`config.mk`:
```
export PLATFORM = sky130hd
export DESIGN_NAME = lite_16_prog_loader
export DESIGN_NICKNAME = d
export VERILOG_FILES = /design/src/rtl/lite_16_prog_loader_pkg.sv /design/src/rtl/lite_16_prog_loader.sv
export SDC_FILE = /design/constraint.sdc
export NUM_CORES = 1
export LEC_CHECK = 0
export CORE_MARGIN = 1
export CORE_UTILIZATION = 56
export DETAILED_ROUTE_END_ITERATION = 10
export GPL_ROUTABILITY_DRIVEN = 1
export GPL_TIMING_DRIVEN = 0
export HOLD_SLACK_MARGIN = 0.02
export PLACE_DENSITY_LB_ADDON = 0.1
export SYNTH_ARGS = -nofsm -noshare
export SYNTH_HDL_FRONTEND = slang
export SYNTH_SLANG_ARGS = --single-unit
```
`constraint.sdc`:
```
create_clock -name clk -period 3.4 [get_ports clk]
set_clock_uncertainty 0.05 [all_clocks]
set_input_delay 0.51 -clock clk [delete_from_list [all_inputs] [get_ports clk]]
set_output_delay 0.51 -clock clk [all_outputs]
set_load 0.05 [all_outputs]
```
`src/rtl/lite_16_prog_loader_pkg.sv`:
```
// Shared definitions for the LITE-16 program loader: FSM state encodings,
// error codes and checksum helper.
package lite_16_defs;

    typedef enum logic [2:0] {
        CNT_HI  = 3'd0,
        CNT_LO  = 3'd1,
        DATA_HI = 3'd2,
        DATA_LO = 3'd3,
        CHK     = 3'd4,
        DONE    = 3'd5,
        ERR     = 3'd6
    } load_state_e;

    localparam logic [1:0] ERR_NONE  = 2'b00;
    localparam logic [1:0] ERR_COUNT = 2'b01;
    localparam logic [1:0] ERR_CSUM  = 2'b10;

    // Running mod-256 byte sum; an image is good when the total over all bytes is zero.
    function automatic logic [7:0] csum_add(input logic [7:0] acc, input logic [7:0] b);
        return acc + b;
    endfunction

endpackage

```
`src/rtl/lite_16_prog_loader.sv`:
```
// Writer side of LITE-16 program memory: assembles a byte stream into 16-bit words,
// writes them from word 0 and holds the CPU in reset until a checksummed image is in.
module lite_16_prog_loader
    import lite_16_defs::*;
#(
    parameter int ADDR_W = 8
) (
    input  logic              clk,
    input  logic              rst,
    input  logic              in_valid,
    input  logic [7:0]        in_data,
    output logic              in_ready,
    input  logic              reload,
    output logic              mem_we,
    output logic [ADDR_W-1:0] mem_addr,
    output logic [15:0]       mem_wdata,
    output logic              cpu_hold,
    output logic              done,
    output logic              err,
    output logic [1:0]        err_code
);

    // 17 bits so that a full 64K-word memory still has a representable capacity.
    localparam logic [16:0] CAP = 17'd1 << ADDR_W;

    load_state_e       state_r;
    load_state_e       state_s;
    logic [7:0]        hi_r;
    logic [15:0]       words_left_r;
    logic [ADDR_W-1:0] wr_idx_r;
    logic [7:0]        csum_r;
    logic              mem_we_r;
    logic [ADDR_W-1:0] mem_addr_r;
    logic [15:0]       mem_wdata_r;
    logic              done_r;
    logic              err_r;
    logic [1:0]        err_code_r;
    logic              cpu_hold_r;

    logic              in_ready_s;
    logic              xfer_s;
    logic              restart_s;
    logic [15:0]       count_s;
    logic              over_s;
    logic [7:0]        csum_next_s;

    assign in_ready_s  = (state_r != DONE) && (state_r != ERR);
    assign xfer_s      = in_valid && in_ready_s;
    assign restart_s   = reload && !in_ready_s;
    assign count_s     = {hi_r, in_data};
    assign over_s      = {1'b0, count_s} > CAP;
    assign csum_next_s = csum_add(csum_r, in_data);

    // State register.
    always_ff @(posedge clk or negedge rst) begin
        if (!rst) begin
            state_r <= CNT_HI;
        end else begin
            state_r <= state_s;
        end
    end

    // Next-state decode; every receive state advances only on an accepted byte.
    always_comb begin
        state_s = state_r;
        case (state_r)
            CNT_HI: begin
                if (xfer_s) state_s = CNT_LO;
                else        state_s = state_r;
            end
            CNT_LO: begin
                if (!xfer_s)                  state_s = state_r;
                else if (over_s)              state_s = ERR;
                else if (count_s == 16'd0)    state_s = CHK;
                else                          state_s = DATA_HI;
            end
            DATA_HI: begin
                if (xfer_s) state_s = DATA_LO;
                else        state_s = state_r;
            end
            DATA_LO: begin
                if (!xfer_s)                    state_s = state_r;
                else if (words_left_r == 16'd1) state_s = CHK;
                else                            state_s = DATA_HI;
            end
            CHK: begin
                if (!xfer_s)                   state_s = state_r;
                else if (csum_next_s == 8'h00) state_s = DONE;
                else                           state_s = ERR;
            end
            DONE, ERR: begin
                if (reload) state_s = CNT_HI;
                else        state_s = state_r;
            end
            default: state_s = CNT_HI;
        endcase
    end

    // Datapath: byte capture, checksum, word write strobe and status flags.
    always_ff @(posedge clk or negedge rst) begin
        if (!rst) begin
            hi_r         <= 8'h00;
            words_left_r <= 16'd0;
            wr_idx_r     <= '0;
            csum_r       <= 8'h00;
            mem_we_r     <= 1'b0;
            mem_addr_r   <= '0;
            mem_wdata_r  <= 16'h0000;
            done_r       <= 1'b0;
            err_r        <= 1'b0;
            err_code_r   <= ERR_NONE;
            cpu_hold_r   <= 1'b1;
        end else begin
            mem_we_r <= 1'b0;
            if (restart_s) begin
                words_left_r <= 16'd0;
                wr_idx_r     <= '0;
                csum_r       <= 8'h00;
                mem_addr_r   <= '0;
                done_r       <= 1'b0;
                err_r        <= 1'b0;
                err_code_r   <= ERR_NONE;
                cpu_hold_r   <= 1'b1;
            end else if (xfer_s) begin
                csum_r <= csum_next_s;
                case (state_r)
                    CNT_HI, DATA_HI: begin
                        hi_r <= in_data;
                    end
                    CNT_LO: begin
                        words_left_r <= count_s;
                        if (over_s) begin
                            err_r      <= 1'b1;
                            err_code_r <= ERR_COUNT;
                        end else begin
                            err_r      <= 1'b0;
                        end
                    end
                    DATA_LO: begin
                        // Word count bounds writes, so wr_idx_r never wraps into an extra write.
                        mem_we_r     <= 1'b1;
                        mem_wdata_r  <= {hi_r, in_data};
                        mem_addr_r   <= wr_idx_r;
                        wr_idx_r     <= wr_idx_r + ADDR_W'(1);
                        words_left_r <= words_left_r - 16'd1;
                    end
                    CHK: begin
                        if (csum_next_s == 8'h00) begin
                            done_r     <= 1'b1;
                            cpu_hold_r <= 1'b0;
                        end else begin
                            err_r      <= 1'b1;
                            err_code_r <= ERR_CSUM;
                        end
                    end
                    default: begin
                        hi_r <= hi_r;
                    end
                endcase
            end else begin
                csum_r <= csum_r;
            end
        end
    end

    assign in_ready  = in_ready_s;
    assign mem_we    = mem_we_r;
    assign mem_addr  = mem_addr_r;
    assign mem_wdata = mem_wdata_r;
    assign cpu_hold  = cpu_hold_r;
    assign done      = done_r;
    assign err       = err_r;
    assign err_code  = err_code_r;

endmodule

```
==> flow_metrics.tcl, run 1 <==
set metrics [dict create \
    status "completed" \
    final_hold_viol_count 0 \
    postSynthCellCount 421 \
    ant_nets 0 \
    drcViolationCount 0 \
    met1_usage_pct 38.4 \
    syn-num-nets 444 \
    fmax_mhz 330 \
    fin_crit_sh_pct 89.1 \
    antenna_found_initial 0 \
    cts_buffers 9 \
    crit_fanout 6 \
    switching_share_pct 45.5 \
    critical_path.cell_chain "clkdlybuf4s50_1 -> ha_1 -> fa_1 -> a211o_1 -> o21ai_0 -> xnor2_1 -> nor4_4 -> a21boi_1 -> o31a_1" \
    dpl.hpwl_um 6350 \
    cts-root-buf "clkbuf_8" \
    rows 29 \
    cts_tree "done" \
    tightest_slew_ps 916 \
    core_area_um2 6530 \
    hold_ws_ps 233 \
    yosysTopAreaCellShare_pct 46.5 \
    avgSynthCellArea_um2 9.21 \
    io_buffers 41 \
    hp-class "in -> async" \
    grt_max_degree 74 \
    die_area_um2 7260 \
    path_class "in -> reg" \
    async_reset_ff_share_pct 100 \
    setup_violations 0 \
    crit_required_ps 3590 \
    grtUsageMet2_pct 42.7 \
    cp-start-kind "input port" \
    sequentialPowerShare_pct 31.1 \
    p_comb_share_pct 52.2 \
    p_per_area_nw_per_um2 989 \
    pin_count 43 \
    n_antenna_cell 0 \
    p_switching_w 0.00207 \
    drive_gt1_share_pct 11.5 \
    cts.sinks 73 \
    finalNetCount 496 \
    area_growth_pct 18.6 \
    start_util_pct 59.4 \
    end_kind "flop" \
    ys.flop_type "dfrtp_1" \
    clock_path_buffers 2 \
    ys_seq_area_share_pct 47.1 \
    ys_ff_latch 73 \
    vias 3349 \
    worst_slack_ps 371 \
    drt_iter0_drc 201 \
    grt_pass1_vias 3151 \
    p_leak_nw 2.09 \
    grt.overflow.total 0 \
    slew_headroom_pct 38.9 \
    arrival_ps 3220 \
    viasPerCell 6.03 \
    h-tree-depth 3 \
    syn-cell-area_um2 3880 \
    grt_util_met3_pct 4.28 \
    p_int_w 0.00248 \
    die_w_um 85.2 \
    insertion_delay_ps 360 \
    rsz0062_at_grt "no" \
    cts_setup_buffers 0 \
    synth_edf_count 0 \
    first_pass_iters 6 \
    postCtsHoldBufs 0 \
    max_stage_delay_ps 540 \
    busiest_layer "met2" \
    clockPowerShare_pct 16.7 \
    yosysMostFrequentCell "nand2_1" \
    wl_um 8980 \
    crit_slowest_cell "clkdlybuf4s50_1" \
    layout_min_cycle_time_ps 3030 \
    synth_area_leaders "dfrtp_1 (46%), nand2_1 (7.2%), o21ai_0 (5.2%), ha_1 (3.2%), a21oi_1 (3.1%)" \
    yosys.area.top_type "dfrtp_1" \
    synthTopCellsByCount "nand2_1 (74), dfrtp_1 (72), o21ai_0 (40), nor2_1 (32), a21oi_1 (24)" \
    cts_resized 0 \
    slew_violations 0 \
    drv_cap 0 \
    ys_types 62 \
    ir_drop_v 0.000619 \
    path_clk_slew_ps 80 \
    grt_use_total_pct 27.1 \
    die_y_um 85.2 \
    place.gp.congestion 0.839 \
    pre_cts_ws_ps 80.6 \
    wl_per_cell_um 16.2 \
    crit_buf_inv 1 \
    yosysWarningCount 0 \
    crit_family "compound AO/OA/AOI/OAI gates" \
    grt_first_pass_wirelength_um 15400 \
]
==> logic make-up (layout without fill, tap and decap cells) <==
group	Yosys count	after routing	synth area share, %
AOI/OAI and AO/OA	117	117	18.8
xor gates and xnor gates	10	10	2.26
adders and majority gates	11	11	3.74
buffers and inverters	33	90	4.13
DFF	73	73	47.1
muxes	9	9	2.58
and+or+nand+nor	168	168	21.3
==> flip-flops by register name, indices dropped and copies added, names as in the netlist <==
register,flops
err,1
wr_idx_r,8
hi_r,8
state_r,3
csum_r,8
words_left_r,16
done,1
cpu_hold,1
mem_addr,8
err_code,2
mem_we,1
mem_wdata,16
==> metal layers <==
layer	part of all wire, %	wire length [µm]
met1	46	4160
met2	47	4260
met3	4.5	406
met4	1.7	149
met5	0	0
==> final timing paths <==
path                                   start           end  slack, ps  cells after the start
worst max-delay path              in_data[0]    state_r[1]        370                      9
worst min-delay path                     rst   mem_addr[6]        230                      1
worst max register to register     csum_r[0]    state_r[1]        770                      8
worst min register to register  mem_wdata[2]  mem_wdata[2]        420                      2
max in group asynchronous                rst     csum_r[6]       2480                      1
min in group clk                mem_wdata[2]  mem_wdata[2]        420                      2
==> cell type report <==
cell class | instances | area (µm²)
Clock inverter | 6 | 90.1
Tap cell | 77 | 96.3
Timing Repair Buffer | 41 | 408
Inverter | 14 | 52.6
Sequential cell | 73 | 1830
Multi-Input combinational cell | 315 | 1890
Fill cell | 517 | 1930
Buffer | 19 | 108
Clock buffer | 10 | 128
==> power by group through the flow <==
stage | Clock [W] | Combinational (W) | Sequential [W]
6_report | 0.000761 | 0.00238 | 0.00141
5_1_grt | 0.000799 | 0.00260 | 0.00145
4_1_cts | 0.000765 | 0.00237 | 0.00141
3_5_place_dp | 0 | 0.00235 | 0.00143
3_3_place_gp | 0 | 0.00230 | 0.00142
2_1_floorplan | 0 | 0.00137 | 0.00178
==> cell usage in the layout, fill, tap and decap left out, types with 7 or more instances in the layout <==
master,netlist,final
nor3_1,7,7
mux2_2,8,8
nor2_1,32,32
inv_1,13,13
o21ai_0,40,40
xnor2_1,7,7
a21oi_1,24,24
clkbuf_8,0,9
clkbuf_1,9,10
ha_1,10,10
clkdlybuf4s50_1,0,40
a22o_1,8,8
dfrtp_1,72,72
nand2_1,74,74
nand3_1,17,17
o21ai_1,17,17
==> per-stage QoR <==
step | power (W) | util (%) | setup TNS [ps] | area [µm²] | cells
after CTS | 0.00455 | 70.4 | 0 | 4600 | 555
final | 0.00455 | 70.4 | 0 | 4600 | 555
after floorplan | 0.00314 | - | 0 | 3880 | 421
after global routing | 0.00485 | 70.4 | 0 | 4600 | 555
after detailed placement | 0.00378 | 67.1 | 0 | 4380 | 539
after global placement | 0.00372 | 67.1 | -51430 | 4390 | 539
Note: power is estimated with default switching activity, not from simulation.
==> run 2: changes to the inputs <==
--- a/config.mk
+++ b/config.mk
@@ -6,7 +6,7 @@
 export NUM_CORES = 1
 export LEC_CHECK = 0
 export CORE_MARGIN = 1
-export CORE_UTILIZATION = 56
+export CORE_UTILIZATION = 61
 export DETAILED_ROUTE_END_ITERATION = 10
 export GPL_ROUTABILITY_DRIVEN = 1
 export GPL_TIMING_DRIVEN = 0
==> constraint.sdc (replaced) <==
create_clock -name clk -period 3.8 [get_ports clk]
set_clock_uncertainty 0.05 [all_clocks]
set_input_delay 0.38 -clock clk [delete_from_list [all_inputs] [get_ports clk]]
set_output_delay 0.38 -clock clk [all_outputs]
set_load 0.05 [all_outputs]
==> run 2 against run 1 <==
Global-route usage increased by 3.6 points; critical endpoint unchanged; cell area is 0.16% higher; largest cell class unchanged; flip-flop and latch count unchanged; count of clock-buffer cells in the layout did not move; first-iteration DRC count is 62% higher; clock power decreased by 8.0%; worst hold slack got worse by 160 ps.
==> flow_metrics.tcl, run 2 (synthesis results as in run 1) <==
set metrics [dict create \
    cp-start-kind "input port" \
    cts_setup_buffers 0 \
    tightest_slew_ps 897 \
    fin_crit_sh_pct 73.5 \
    n_antenna_cell 0 \
    dpl.hpwl_um 6460 \
    grt.overflow.total 0 \
    drcViolationCount 0 \
    crit_required_ps 4000 \
    tns_ps 0 \
    drive_gt1_share_pct 11.7 \
    place.gp.congestion 0.871 \
    viasPerCell 6.02 \
    path_clk_slew_ps 80 \
    dr_wl_met3_um 578 \
    cts_tree "done" \
    vias 3327 \
    grt_use_total_pct 30.7 \
    rsz0062_at_grt "no" \
    wl_um 9260 \
    wl_per_cell_um 16.7 \
    layout_common_cells "nand2_1 (74), dfrtp_1 (72), o21ai_0 (40), clkdlybuf4s50_1 (40), nor2_1 (32)" \
    antenna_found_initial 0 \
    area_growth_pct 18.8 \
    grt_pass1_vias 3153 \
    final_hold_viol_count 0 \
    ir_drop_v 0.000651 \
    p_leak_nw 2.10 \
    drt-met1-wl_um 4040 \
    cts_resized 0 \
    io_buffers 41 \
    start_util_pct 64.4 \
    top_layer "met4" \
    arrival_ps 2990 \
    pre_cts_ws_ps 664 \
    first_pass_iters 4 \
    grt_max_degree 74 \
    layout_min_cycle_time_ps 2790 \
    rows 28 \
    crit_fanout 6 \
    die_area_um2 6680 \
    core_area_um2 6030 \
    die_w_um 81.7 \
    pin_count 43 \
    ant_nets 0 \
    worst_slack_ps 1010 \
    end_kind "flop" \
    cts.sinks 73 \
    slew_violations 0 \
    hp-class "in -> async" \
    final_common_cell "nand2_1" \
    drt_iter0_drc 326 \
    h-tree-depth 3 \
    setup_violations 0 \
    drv_cap 0 \
    grt_first_pass_wirelength_um 15200 \
    path_class "in -> reg" \
    die_y_um 81.7 \
    postCtsHoldBufs 0 \
    insertion_delay_ps 370 \
    finalNetCount 496 \
    cts-root-buf "clkbuf_8" \
    p_per_area_nw_per_um2 890 \
    status "completed" \
    cts_buffers 9 \
    fmax_mhz 358 \
    clock_path_buffers 2 \
    wl_met2_um 4500 \
    slew_headroom_pct 40.2 \
]
[run 2: cell count changes in the layout (fill, tap and decap cells not counted)]
cell      delta
clkbuf_8     +1
clkbuf_1     -1
[run 2: worst max-delay path, cell delays in order]
cell	delay, ps
clkdlybuf4s50_1	620
ha_1	460
nand2_1	80
o31ai_2	400
xor2_1	200
nor4_4	430
a21boi_1	130
o31a_1	290
[run 2: stage by stage]
step / std cells / area, µm² / utilization, % / total power (W) / hold WS [ps]
floorplan: 421 / 3880 / - / 0.00281 / 34.4
global placement: 537 / 4380 / 72.7 / 0.00332 / 407
detailed placement: 537 / 4380 / 72.7 / 0.00339 / 412
CTS: 553 / 4610 / 76.5 / 0.00410 / 130
global route: 553 / 4610 / 76.5 / 0.00437 / 183
finish: 553 / 4610 / 76.5 / 0.00410 / 76.7
[run 2: area by class of cell]
class                           instances  area, µm²
Timing Repair Buffer                   41        408
Sequential cell                        73       1830
Clock inverter                          6       90.1
Buffer                                 19        108
Multi-Input combinational cell        315       1890
Inverter                               14       52.6
Fill cell                             425       1420
Tap cell                               75       93.8
Clock buffer                           10        138
[run 2: path summary, 6_finish.rpt]
path | to | startpoint | slack [ps] | depth (start not counted)
max | state_r[1] | in_data[3] | 1010 | 8
min | mem_addr[3] | rst | 80 | 1
max reg2reg | err_code[1] | csum_r[0] | 1260 | 9
min reg2reg | mem_wdata[2] | mem_wdata[2] | 430 | 2
max in group asynchronous | mem_wdata[8] | rst | 3040 | 1
min in group clk | state_r[2] | in_valid | 330 | 3
[run 2: power breakdown]
group          internal [W]  switching, W
sequential          0.00105      0.000219
clock              0.000390      0.000311
combinational      0.000792       0.00134
total               0.00224       0.00187
[run 2: metal layers]
| layer | vias up | track usage (%) |
|---|---|---|
| li1 | 1588 | - |
| met1 | 1611 | 40.9 |
| met2 | 109 | 48.3 |
| met3 | 19 | 7.00 |
| met4 | 0 | 12.3 |
| met5 | - | 0 |
==> run 3: changes to the inputs <==
--- a/config.mk
+++ b/config.mk
@@ -6,7 +6,7 @@
 export NUM_CORES = 1
 export LEC_CHECK = 0
 export CORE_MARGIN = 1
-export CORE_UTILIZATION = 61
+export CORE_UTILIZATION = 51
 export DETAILED_ROUTE_END_ITERATION = 10
 export GPL_ROUTABILITY_DRIVEN = 1
 export GPL_TIMING_DRIVEN = 0
==> constraint.sdc (replaced) <==
create_clock -name clk -period 2.5 [get_ports clk]
set_clock_uncertainty 0.05 [all_clocks]
set_input_delay 0.25 -clock clk [delete_from_list [all_inputs] [get_ports clk]]
set_output_delay 0.25 -clock clk [all_outputs]
set_load 0.05 [all_outputs]
==> run 3 against run 2 <==
The flow now finishes with violations (negative setup slack); critical endpoint unchanged; flip-flop and latch count unchanged; highest routed layer unchanged; core utilization shrank 11 points; critical path type is now reg -> reg; final cell count grew 5.6%; critical path depth unchanged.
==> flow_metrics.tcl, run 3 (synthesis results as in run 1) <==
set metrics [dict create \
    io_buffers 41 \
    h-tree-depth 3 \
    drive_gt1_share_pct 13.4 \
    p_per_area_nw_per_um2 1350 \
    layout_common_cells "nand2_1 (74), dfrtp_1 (72), o21ai_0 (40)" \
    fillers 634 \
    grt_max_degree 49 \
    drt_iter0_drc 223 \
    dpl.hpwl_um 6500 \
    die_w_um 89.2 \
    cts_tree "done" \
    area_growth_pct 23.3 \
    antenna_found_initial 0 \
    place.gp.congestion 0.845 \
    arrival_ps 2700 \
    violations "negative setup slack" \
    final_common_cell "nand2_1" \
    viasPerCell 5.68 \
    pin_count 43 \
    clock_path_buffers 2 \
    slew_violations 0 \
    worst_slack_ps -7.91 \
    crit_fanout 4 \
    ir_drop_v 0.000716 \
    insertion_delay_ps 350 \
    cts_buffers 9 \
    grt_pass1_vias 3105 \
    crit_required_ps 2690 \
    ant_nets 0 \
    cts-root-buf "clkbuf_8" \
    cp-start-kind "flop" \
    dp.cells 562 \
    fin_cells 584 \
    final_hold_viol_count 0 \
    grt_use_total_pct 25.6 \
    core_area_um2 7290 \
    fin_util_pct 65.6 \
    grt_first_pass_wirelength_um 15300 \
    grt.overflow.total 0 \
    whs_path_depth 3 \
    drcViolationCount 0 \
    fmax_mhz 399 \
    tns_ps -7.91 \
    vias 3318 \
    die_area_um2 7960 \
    finalNetCount 503 \
    path_class "reg -> reg" \
    path_clk_slew_ps 80 \
    tightest_slew_ps 615 \
    start_util_pct 53.2 \
    die_y_um 89.2 \
    n_antenna_cell 0 \
    setup_violations 1 \
    p_leak_nw 2.17 \
    layout_min_cycle_time_ps 2510 \
    drv_cap 0 \
    fin_crit_sh_pct 100 \
    cts.sinks 73 \
    wl_per_cell_um 16.2 \
    first_pass_iters 4 \
    worstRegToRegCells 8 \
    hp-class "in -> reg" \
    status "complete, but fails checks" \
    slew_headroom_pct 58.9 \
    wl_um 9460 \
    rows 31 \
    end_kind "flop" \
]
-- run 3: path summary, 6_finish.rpt --
| kind | from | to | slack [ps] |
|---|---|---|---|
| hold / removal | in_valid | state_r[2] | 190 |
| setup / recovery | csum_r[0] | state_r[1] | -8 |
| max in group asynchronous | rst | hi_r[1] | 1550 |
| hold reg to reg | mem_wdata[5] | mem_wdata[5] | 430 |
| min in group asynchronous | rst | wr_idx_r[6] | 310 |
| setup reg to reg | csum_r[0] | state_r[1] | -8 |
-- run 3: power by group --
| part | total (W) | internal (W) | switching [W] |
|---|---|---|---|
| sequential | 0.00193 | 0.00160 | 0.000331 |
| combinational | 0.00332 | 0.00126 | 0.00206 |
| clock | 0.00118 | 0.000721 | 0.000462 |
-- run 3: layer usage --
metal	vias up	track usage, %	part of all wire [%]
li1	1609	-	-
met1	1615	35.4	44
met2	82	40.9	48
met3	12	4.80	5.6
met4	0	8.08	1.7
met5	-	0	0
-- run 3: stage by stage --
step	hold WS [ps]	total power [W]	setup slack, ps	cell area, µm²
after CTS	178	0.00638	27.9	4720
after detailed placement	146	0.00516	-562	4440
after global placement	409	0.00508	-1460	4410
after global routing	212	0.00688	-91.6	4780
after floorplan	-95.6	0.00428	106	3880
final	192	0.00643	-7.91	4780
-- run 3: critical path, stage by stage, from the launching register on --
cell and delay (ps):
dfrtp_1 420, ha_4 180, fa_2 370, a211o_1 360, o21ai_0 130, xnor2_1 160, nor4_4 260, a21boi_1 150
o31a_1 300
-- run 3: repair_timing --
item,in CTS,in global routing
pin swaps,2,9
setup buffers,1,5
hold buffers,1,0
gates cloned,0,0
endpoints found under the hold margin,24,0
gates resized for setup,4,6
endpoints found under the setup margin,7,7
-- run 3: final cells by class --
type	count	area (µm²)	area share, %
Buffer	18	96.3	2.02
Multi-Input combinational cell	315	1930	40.4
Tap cell	99	124	2.59
Clock inverter	4	98.8	2.07
Clock buffer	12	155	3.25
Timing Repair Buffer	49	493	10.3
Sequential cell	73	1830	38.2
Inverter	14	52.6	1.10
==> patch 1: new RTL, config.mk and constraints of run 2 <==
`ADDR_W`: 8 -> 9.
--- a/src/rtl/lite_16_prog_loader.sv
+++ b/src/rtl/lite_16_prog_loader.sv
@@ -3,7 +3,7 @@
 module lite_16_prog_loader
     import lite_16_defs::*;
 #(
-    parameter int ADDR_W = 8
+    parameter int ADDR_W = 9
 ) (
     input  logic              clk,
     input  logic              rst,
Interface: changed (resized mem_addr); port bits go from 43 to 44. No check against the original RTL was run, so the function may have changed too.
==> patch 1 against run 2 <==
Cell area rose by 1.2%; setup slack got worse by 0.048 ns; critical path depth rose by 1; routed wire length rose by 1.1%; area after synthesis rose by 1.7%; sequential cell count rose by 2; die area rose by 1.7%; power fell by 0.61%.
==> patch 1: results (changes against run 2) <==
* GRT Total Usage at 0.306 (-0.000838)
* Share of cells above drive strength 1 at 0.121 (+0.00418)
* Register-to-register setup slack at 1.21 ns (-0.05 ns)
* Post-CTS Setup Inserts at 0 (unchanged)
* Met3 GRT Util at 0.0473 (-0.0227)
* Seq pwr share at 0.338 (+0.028)
* Critical path arrival at 3.02 ns (+0.03 ns)
* Post-detailed-route wirelength per cell at 16.9 um (+1.1%)
* Clock Sinks at 75 (+2.7%)
* Met1 usage at 0.417 (+0.00841)
* Power Density at 874 mW/mm^2 (-1.8%)
* Peak supply drop at 0.000541 V (-17%)
* Critical Path Max Stage Delay at 0.52 ns (-0.10 ns)
* Seq/Total Area, Yosys at 0.476 (+0.00476)
* Worst setup path startpoint: in_data[0]
* Number of global-route vias before repair at 3204 (+1.6%)
* WL met1 at 4220 um (+4.5%)
* Dominant cells by area after synthesis: dfrtp_1, nand2_1, nor2_1
* Status: finished, final reports clean
* Met3 WL at 568 um (-1.7%)
* Leak at 2.08 nW (-1.1%)
* Most frequent cells after synthesis: nand2_1, dfrtp_1, nor2_1
* Hold Crit Class: reg -> reg
* DR pass1 iterations at 5 (+1)
* Horiz. Die Dim at 82.4 um (+0.83%)
* Fin cells at 553 (unchanged)
* Met2 Wirelength at 4420 um (-1.8%)
* Non-clock inverter count at 10 (-4)
* Yosys cell types at 70 (+13%)
* M2 GR Usage at 0.502 (+0.0182)
* P_sw at 0.00192 W (+2.8%)
* Place WS at 0.633 ns (-0.0311 ns)
* Worst setup endpoint: err
* Detailed router's first-iteration violation count at 244 (-25%)
* Hpwl dp at 6540 um (+1.3%)
* Cell Area, Placed at 0.00449 sq mm (+2.4%)
* Hold buffer count at CTS at 1 (+1)
* Multi-input logic area at 0.00194 sq mm (+2.8%)
* Synth Area per Inst at 9.44 sq um (+2.4%)
* Gpl congestion at 0.958 (+10%)
* Clk_lat worst skew at 0.35 ns (-0.02 ns)
* Largest net degree at the start of global routing at 41 (-45%)
* Clock-cell share of area at 0.0359 (-0.0135)
* Worst R2R Path Depth at 8 (-1)
* Non-clk bufs at 63 (+5.0%)
* Register Area at 0.00188 sq mm (+2.7%)
* Worst slew pin tran at 0.609 ns (-0.288 ns)
* Global-route wire length before repair at 15400 um (+1.2%)
* Min cycle time layout at 2.84 ns (+0.0476 ns)
* Final net count at 497 (+0.20%)
* Hold_ws at 0.426 ns (+0.349 ns)
* Root buf cell: clkbuf_8
* Multi-input combinational area share at 0.417 (+0.00658)
* Fill cells at 452 (+6.4%)
* Syn_nets at 441 (-0.68%)
* Port Buffers at 43 (+4.9%)
* Non-clk buf share at 0.116 (+0.00428)
patch 1: changes by cell type in the layout (fill, tap and decap cells not counted), moves of 4 or more:
| cell | change |
|---|---|
| nor4_1 | +5 |
| o21ai_1 | -10 |
| buf_2 | -4 |
| xnor2_1 | -4 |
| o21ai_0 | -14 |
| and3_1 | -5 |
| nor2_1 | +10 |
| a22oi_1 | +4 |
| clkbuf_1 | +4 |
| a31oi_1 | -4 |
| xor2_1 | +7 |
| inv_1 | -5 |
| nand2_1 | +6 |
patch 1: cells by family after synthesis:
kind of cell | share of synthesized area
AO/OA/AOI/OAI | 0.175
multiplexers | 0.0257
adder cells (fa/ha/maj) | 0.0368
flip-flops | 0.476
buffers and inverters | 0.0311
AND/OR/NAND/NOR | 0.226
XOR/XNOR | 0.0289
==> patch 2: new RTL, settings of run 2 <==
Made on the original files. Encoding of `load_state_e`: now Gray code (3 bits for 7 states).
--- a/src/rtl/lite_16_prog_loader_pkg.sv
+++ b/src/rtl/lite_16_prog_loader_pkg.sv
@@ -3,13 +3,13 @@
 package lite_16_defs;
 
     typedef enum logic [2:0] {
-        CNT_HI  = 3'd0,
-        CNT_LO  = 3'd1,
-        DATA_HI = 3'd2,
-        DATA_LO = 3'd3,
-        CHK     = 3'd4,
-        DONE    = 3'd5,
-        ERR     = 3'd6
+        CNT_HI  = 3'b000,
+        CNT_LO  = 3'b001,
+        DATA_HI = 3'b011,
+        DATA_LO = 3'b010,
+        CHK     = 3'b110,
+        DONE    = 3'b111,
+        ERR     = 3'b101
     } load_state_e;
 
     localparam logic [1:0] ERR_NONE  = 2'b00;
Formal check against the unedited RTL: same outputs for any inputs over 4 cycles, from zero or initial values and one cycle with rst low; so few cycles prove little.
==> patch 2 against run 2 <==
Power is 21% lower; synthesized cell count up 1.4%; routed wire length up 2.3%; area after synthesis shrank 0.55%; cell area about the same; setup slack worse by 0.089 ns; final cell count increased by 1.3%; sequential share of layout area is essentially flat; sequential cell count unchanged; critical endpoint is now err.
==> patch 2: results (changes against run 2) <==
* Status: finished, final reports clean
* Setup-failing EPs final at 0 (unchanged)
* Largest net degree at the start of global routing at 74 (unchanged)
* Final net count at 503 (+1.4%)
* Hpwl dp at 6460 um (about the same)
* Peak supply drop at 0.000495 V (-24%)
* Seq/Total Area, Yosys at 0.474 (+0.00260)
* Detailed router's first-iteration violation count at 261 (-20%)
* RR Endpoint: err
* Hold_ws at 0.0994 ns (+0.0227 ns)
* Leak at 2.05 nW (-2.5%)
* Post-synth top flop: dfrtp_1
* Worst R2R Path Depth at 8 (-1)
* Root buf cell: clkbuf_8
* Crit Path Max Fanout at 5 (-1)
* Yosys cell types at 54 (-13%)
* Post-detailed-route wirelength per cell at 16.9 um (+1.0%)
* Clk slew on worst S/H paths at 0.08 ns (about the same)
* Most frequent cells after synthesis: nand2_1, dfrtp_1, o21ai_0
* Gpl congestion at 0.897 (+3.0%)
* DR pass1 iterations at 5 (+1)
* H-tree depth at 3 (unchanged)
* Register-to-register setup slack at 1.20 ns (-0.06 ns)
* GRT Total Usage at 0.310 (+0.00277)
* Vias at 3509 (+5.5%)
* Hold Crit Class: in -> async
* Reg2reg start: csum_r[0]
* Max Root-Sink Buffers at 2 (unchanged)
* Total CTS buffers at 9 (unchanged)
* Resized cells post-CTS at 0 (unchanged)
* Normalized max-slew margin at 0.399 (-0.00308)
* Global-route wire length before repair at 15300 um (+0.22%)
* Clk_lat worst skew at 0.35 ns (-0.02 ns)
* Post-synth top area share at 0.467 (+0.00256)
* Share of cells above drive strength 1 at 0.0948 (-0.0223)
* Number of global-route vias before repair at 3235 (+2.6%)
* Dominant cells by area after synthesis: dfrtp_1, nand2_1, o21ai_0
* Antenna violations before repair at 0 (unchanged)
* Ys async rst share at 1.00 (unchanged)
* Diode count at 0 (unchanged)
* Post-CTS Setup Inserts at 0 (unchanged)
* Port Buffers at 42 (+2.4%)
* Critical path arrival at 3.07 ns (+0.08 ns)
* Cell Area, Placed at 0.00437 sq mm (-0.26%)
* Syn_nets at 450 (+1.4%)
* Synthesis Warnings at 0 (unchanged)
==> patch 2: worst max-delay path by stage <==
stage                      endpoint  depth (start not counted)       start
after floorplan                 err                          8  in_data[0]
after global placement    csum_r[1]                          1         rst
after detailed placement        err                          9  in_data[0]
after CTS                       err                          9  in_data[0]
after global routing            err                          9  in_data[0]
final                           err                          9  in_data[0]
==> patch 2: final cells by class <==
| type | instances | area [sq um] |
|---|---|---|
| clock buffer | 11 | 151 |
| buffer | 18 | 71.3 |
| sequential | 73 | 1830 |
| inverter | 7 | 26.3 |
| multi-input combinational | 329 | 1930 |
| timing repair buffer | 42 | 418 |
| fill | 431 | 1420 |
| clock inverter | 5 | 85.1 |
| tap | 75 | 93.8 |
==> patch 2: critical path: stages <==
cell and delay (ns):
clkdlybuf4s50_1 0.55, ha_1 0.33, fa_1 0.43, a211oi_2 0.27
nor2_1 0.09, xor2_1 0.19, nor4_4 0.38, a21boi_1 0.13
mux2_4 0.31
==> patch 2: power breakdown <==
part	internal [W]	total (W)	switching, W
registers	0.000993	0.00121	0.000217
clock network	0.000409	0.000720	0.000311
logic	0.000518	0.00130	0.000786
==> patch 2: kinds of logic (layout without fill, tap and decap cells) <==
logic type                 count (synthesis)  after routing  share of synthesized area
muxes                                     11             11                     0.0337
and+or+nand+nor                          188            188                      0.240
DFF                                       73             73                      0.474
adders and majority gates                 11             11                     0.0376
xor gates and xnor gates                   5              5                     0.0114
AOI/OAI and AO/OA                        114            114                      0.178
buffers and inverters                     25             83                     0.0253
==> patch 2: metrics by stage <==
stage               worst slack [ns]  total power (W)  std cells   util  setup TNS, ns
floorplan                       1.40          0.00213        427      -              0
global placement              -0.150          0.00245        544  0.725         -10.41
detailed placement             0.603          0.00250        544  0.725              0
CTS                            0.932          0.00322        560  0.764              0
global route                   0.782          0.00342        560  0.764              0
finish                         0.917          0.00323        560  0.764              0
==> patch 2: metal layers <==
| metal | global-route usage | wire length, um | up-vias |
|---|---|---|---|
| met1 | 0.421 | 4260 | 1714 |
| met3 | 0.0556 | 611 | 24 |
| met4 | 0.161 | 299 | 0 |
| met2 | 0.473 | 4290 | 152 |
| li1 | - | - | 1619 |
| met5 | 0 | 0 | - |
